File: src/rtl/kpn_fifo_channel.sv
// kpn_fifo_channel: parametrised KPN channel FIFO with valid/ready ports, reset-time token preload,
// occupancy count and sticky overflow/underflow flags.
module kpn_fifo_channel #(
    parameter int DATA_WIDTH    = 16,
    parameter int ADDR_WIDTH    = 5,
    parameter int PRELOAD_COUNT = 4,
    parameter int PRELOAD_BASE  = 0,
    parameter int PRELOAD_STEP  = 1
) (
    input  logic                  clk,
    input  logic                  reset,
    input  logic                  wr_valid,
    input  logic [DATA_WIDTH-1:0] wr_data,
    output logic                  wr_ready,
    output logic                  rd_valid,
    output logic [DATA_WIDTH-1:0] rd_data,
    input  logic                  rd_ready,
    output logic [ADDR_WIDTH:0]   count,
    output logic                  full,
    output logic                  empty,
    output logic                  overflow_err,
    output logic                  underflow_err,
    input  logic                  clear_err
);
    localparam int DEPTH = 1 << ADDR_WIDTH;
    localparam logic [ADDR_WIDTH:0]   DEPTH_C   = (ADDR_WIDTH+1)'(DEPTH);
    localparam logic [ADDR_WIDTH:0]   PRE_CNT   = (ADDR_WIDTH+1)'(PRELOAD_COUNT);
    localparam logic [ADDR_WIDTH-1:0] PRE_WPTR  = ADDR_WIDTH'(PRELOAD_COUNT % DEPTH);

    logic [DATA_WIDTH-1:0] r_mem [DEPTH];
    logic [ADDR_WIDTH-1:0] r_rd_ptr, r_wr_ptr;
    logic [ADDR_WIDTH:0]   r_count;
    logic                  r_ovf, r_udf;
    logic                  w_wr_en, w_rd_en;

    function automatic logic [DATA_WIDTH-1:0] preload_val(input int k);
        return DATA_WIDTH'(PRELOAD_BASE + k * PRELOAD_STEP);
    endfunction

    // full/empty come from the count so a full ring never looks empty
    assign full          = r_count == DEPTH_C;
    assign empty         = r_count == '0;
    assign wr_ready      = !full;
    assign rd_valid      = !empty;
    assign rd_data       = r_mem[r_rd_ptr];
    assign count         = r_count;
    assign overflow_err  = r_ovf;
    assign underflow_err = r_udf;
    assign w_wr_en       = wr_valid && !full;
    assign w_rd_en       = rd_ready && !empty;

    always_ff @(posedge clk or posedge reset) begin
        if (reset) begin
            for (int k = 0; k < DEPTH; k++)
                r_mem[k] <= (k < PRELOAD_COUNT) ? preload_val(k) : '0;
            r_rd_ptr <= '0;
            r_wr_ptr <= PRE_WPTR;
            r_count  <= PRE_CNT;
            r_ovf    <= 1'b0;
            r_udf    <= 1'b0;
        end else begin
            if (w_wr_en)
                r_mem[r_wr_ptr] <= wr_data;
            r_wr_ptr <= r_wr_ptr + ADDR_WIDTH'(w_wr_en);
            r_rd_ptr <= r_rd_ptr + ADDR_WIDTH'(w_rd_en);
            r_count  <= r_count + (ADDR_WIDTH+1)'(w_wr_en) - (ADDR_WIDTH+1)'(w_rd_en);
            // a new error event at the same edge as clear_err wins
            r_ovf    <= (r_ovf && !clear_err) || (wr_valid && full);
            r_udf    <= (r_udf && !clear_err) || (rd_ready && empty);
        end
    end
endmodule

File: config.mk
export PLATFORM = sky130hd
export DESIGN_NAME = kpn_fifo_channel
export DESIGN_NICKNAME = d
export VERILOG_FILES = /design/src/rtl/kpn_fifo_channel.sv
export SDC_FILE = /design/constraint.sdc
export NUM_CORES = 1
export LEC_CHECK = 0
export CAP_MARGIN = 20
export CORE_MARGIN = 3
export CORE_UTILIZATION = 45
export CTS_BUF_LIST = sky130_fd_sc_hd__clkbuf_4
export DETAILED_ROUTE_END_ITERATION = 7
export PLACE_DENSITY = 0.61
export SYNTH_ARGS = -nofsm -noshare
export SYNTH_HDL_FRONTEND = slang
export SYNTH_SLANG_ARGS = --single-unit
File: constraint.sdc
create_clock -name clk -period 38.8 [get_ports clk]
set_input_delay 5.82 -clock clk [delete_from_list [all_inputs] [get_ports clk]]
set_output_delay 5.82 -clock clk [all_outputs]
set_load 0.05 [all_outputs]
==> impl_metrics.csv <==
group,metric,value,unit
status,status,"finished clean",
final_layout,fill_cells,4581,
hold_path,min_from,"r_mem[205]",
pwr,seq_power_share,0.397,
worst_setup_path,crit_type,"flop to output port",
yosys,yosys.area_share.simple,0.0351,
yosys,synthAdderAreaFrac,0.00746,
grt,first_global_vias,16100,
worst_setup_path,cp.arrival,6.33,ns
sta,finalHoldViolCount,0,
detailed_routing,ant_nets,0,
final_layout,syn_to_final_growth,13.6,%
grt,track_usage,0.222,
final_layout,multi_input_area,10600,um2
yosys,synth_top_area_frac,0.536,
worst_setup_path,rrSetupSlack,35.78,ns
sta,finalSetupViolCount,0,
clock_network,cts_setup_buffers,0,
die,dieArea,57200,um2
grt,antenna_found_initial,4,
detailed_routing,routed_wl,61800,um
yosys,yosysWarnings,0,
yosys,yosysSeqAreaShare,0.542,
sta,worst_slew_pin_slew,1.17,ns
die,rows,84,
grt,grt_overflow_total,0,
place,gp_congestion,0.748,
grt,grt_max_degree,107,
yosys,async_flop_share,1.00,
worst_setup_path,critPathLaunchType,"flop",
pwr,clockPowerShare,0.212,
yosys,syn_area,24500,um2
yosys,synth_area_leader_cell,"dfrtp_1",
worst_setup_path,worstReg2RegEnd,"r_mem[453]",
yosys,synth_edf_count,0,
yosys,synthCells,1751,
final_layout,ff_latch_area,13300,um2
clock_network,clock_latency,0.99,ns
hold_path,hold_path_depth,1,
clock_network,hold_buffers,0,
die,pin_count,49,
clock_network,cts.sinks,530,
die,initial_core_util,0.460,
worst_setup_path,r2r_start,"count[2]",
die,fp.dieW,239,um
yosys,syn-mean-instance-area,14.0,um2
detailed_routing,wl_per_cell,23.4,um
detailed_routing,dr.pass1.iters,5,
pwr,intPower,1.54,mW
clock_network,htreeDepth,4,
sta,setup_tns,0,ns
place,portBuffers,48,
detailed_routing,drtIter0Drc,949,
yosys,synth_xor_area_frac,0.00358,
hold_path,worstHoldPathType,"flop to flop",
sta,slew_headroom,0.221,
sta,fin_crit_sh,0.313,
yosys,synth_top_family_by_area,"multiplexers",
clock_network,root_buffer,"clkbuf_4",
yosys,syn-num-nets,1786,
pwr,swShare,0.365,
yosys,synthMuxAreaShare,0.340,
pwr,power.switching,0.884,mW
pwr,power_leakage,13.1,nW
pwr,ir_drop,102,uV
detailed_routing,viasPerCell,5.69,
worst_setup_path,endpoint_kind,"output port",
final_layout,fin_util,0.523,
sta,fmax,82.3,MHz
sta,period_minus_slack,12.15,ns
grt,grt_pass1_wl,95600,um
yosys,synth_seq_cells,530,
flow_run,maxCapViolations,0,
yosys,yosysMostFrequentCell,"dfrtp_1",
clock_network,cts-resized-gates,0,
die,die_y,239,um
place,hpwlAfterDp,36100,um
pwr,p_comb_frac,0.392,
worst_setup_path,crit_required,32.98,ns
yosys,synth_common_cells,"dfrtp_1, mux2_2, mux2i_1",
sta,rsz0062_at_grt,"no",
worst_setup_path,ff2ff_path_depth,7,
worst_setup_path,cp_max_fo,56,
yosys,synth_area_leaders,"dfrtp_1, mux2_2, mux2i_1, a22oi_1, clkbuf_1",
yosys,synth_compound_area_frac,0.0413,
pwr,p_per_area,87.2,nW/um2
sta,clock_skew,0.0494,ns
detailed_routing,vias,15000,
yosys,ys_types,44,
yosys,synth_flop_cell,"dfrtp_1",
clock_network,cts_tree,"built",
final_layout,layout.nets,1888,
clock_network,clock_path_buffers,3,
clock_network,clkTransAtPathRegs,0.07,ns
detailed_routing,drc,0,
clock_network,cts_buffers,144,
hold_path,min_to,"r_mem[205]",
final_layout,drive_gt1_frac,0.434,
die,coreArea,53200,um2
sta,maxSlewViolCount,0,
## worst max path at each step
| stage | from | to | cells after the start |
|---|---|---|---|
| 2_1_floorplan | reset | count[0] | 1 |
| 3_3_place_gp | r_rd_ptr[1] | rd_data[15] | 8 |
| 3_5_place_dp | r_rd_ptr[1] | rd_data[15] | 8 |
| 4_1_cts | r_rd_ptr[1] | rd_data[15] | 8 |
| 5_1_grt | r_rd_ptr[1] | rd_data[15] | 8 |
| 6_report | r_rd_ptr[1] | rd_data[15] | 8 |
## layout by cell type (no fill, tap or decap), types with 3 or more instances in the layout
cell and n:
buf_8 14, mux2_1 4, xnor2_1 6, and4b_1 4, inv_2 6, buf_4 39, inv_1 15, mux2i_1 256
a21oi_1 3, nand2_2 6, xor2_1 4, dfrtp_1 523, nand3_1 8, nor2_2 11, diode_2 7, clkdlybuf4s50_1 48
dfstp_2 6, nor2b_1 6, nor3_2 3, bufinv_16 5, clkbuf_4 216, a22oi_1 128, nor2_1 18, nand4_1 35
ha_1 13, nand2_1 6, mux2_2 508, nor4b_4 4, clkinv_1 9, nor4bb_4 6
## critical path, cell delays in order (launching register included)
cell and delay (ns):
dfrtp_4 1.06, buf_4 0.80, buf_4 0.82, buf_4 0.87, mux2i_1 0.18, a22oi_1 0.24, nand4_1 0.13, nor2_1 0.28
clkdlybuf4s50_1 0.87
## sequential cells by signal (all words and copies together), names as in the netlist
register / flops
r_mem: 512
underflow_err: 1
r_rd_ptr: 5
count: 6
r_wr_ptr: 5
overflow_err: 1
## area by class of cell
cell class,instances,area share
repair buffers,106,0.0399
clock inverters,21,0.00774
well taps,688,0.0310
multi-input cells,1054,0.382
clock buffers,216,0.0583
diodes,7,0.000630
inverters,17,0.00257
flip-flops and latches,530,0.478
## power by group through the flow
stage / logic [mW] / registers [mW] / clock network [mW]
floorplan: 0.721 / 0.910 / 0
global placement: 0.930 / 0.960 / 0
detailed placement: 0.953 / 0.969 / 0
CTS: 0.955 / 0.959 / 0.530
global route: 1.02 / 0.993 / 0.563
finish: 0.949 / 0.961 / 0.513
## cells by family after synthesis
logic type	after synthesis
buf+inv	167
mux	768
compound gates	136
xor+xnor	10
fa+ha+maj	14
simple gates	126
flops	530
## per-layer routing
| layer | track usage | share of wire | vias to the layer above |
|---|---|---|---|
| li1 | - | - | 6718 |
| met1 | 0.309 | 0.47 | 7847 |
| met2 | 0.341 | 0.45 | 357 |
| met3 | 0.0487 | 0.049 | 100 |
| met4 | 0.0891 | 0.024 | 2 |
| met5 | 0 | 0.00019 | - |
## per-stage QoR
step / std cells / instance area [um2] / setup slack, ns / total power [mW] / hold slack (ns)
floorplan: 1751 / 24500 / 18.18 / 1.63 / 0.464
global placement: 2376 / 25600 / 27.74 / 1.89 / 0.475
detailed placement: 2382 / 25700 / 27.65 / 1.92 / 0.485
CTS: 2619 / 27500 / 26.52 / 2.44 / 0.499
global route: 2635 / 27800 / 26.29 / 2.58 / 0.510
finish: 2639 / 27800 / 26.65 / 2.42 / 0.495
Power figures use the tool's default switching activity.
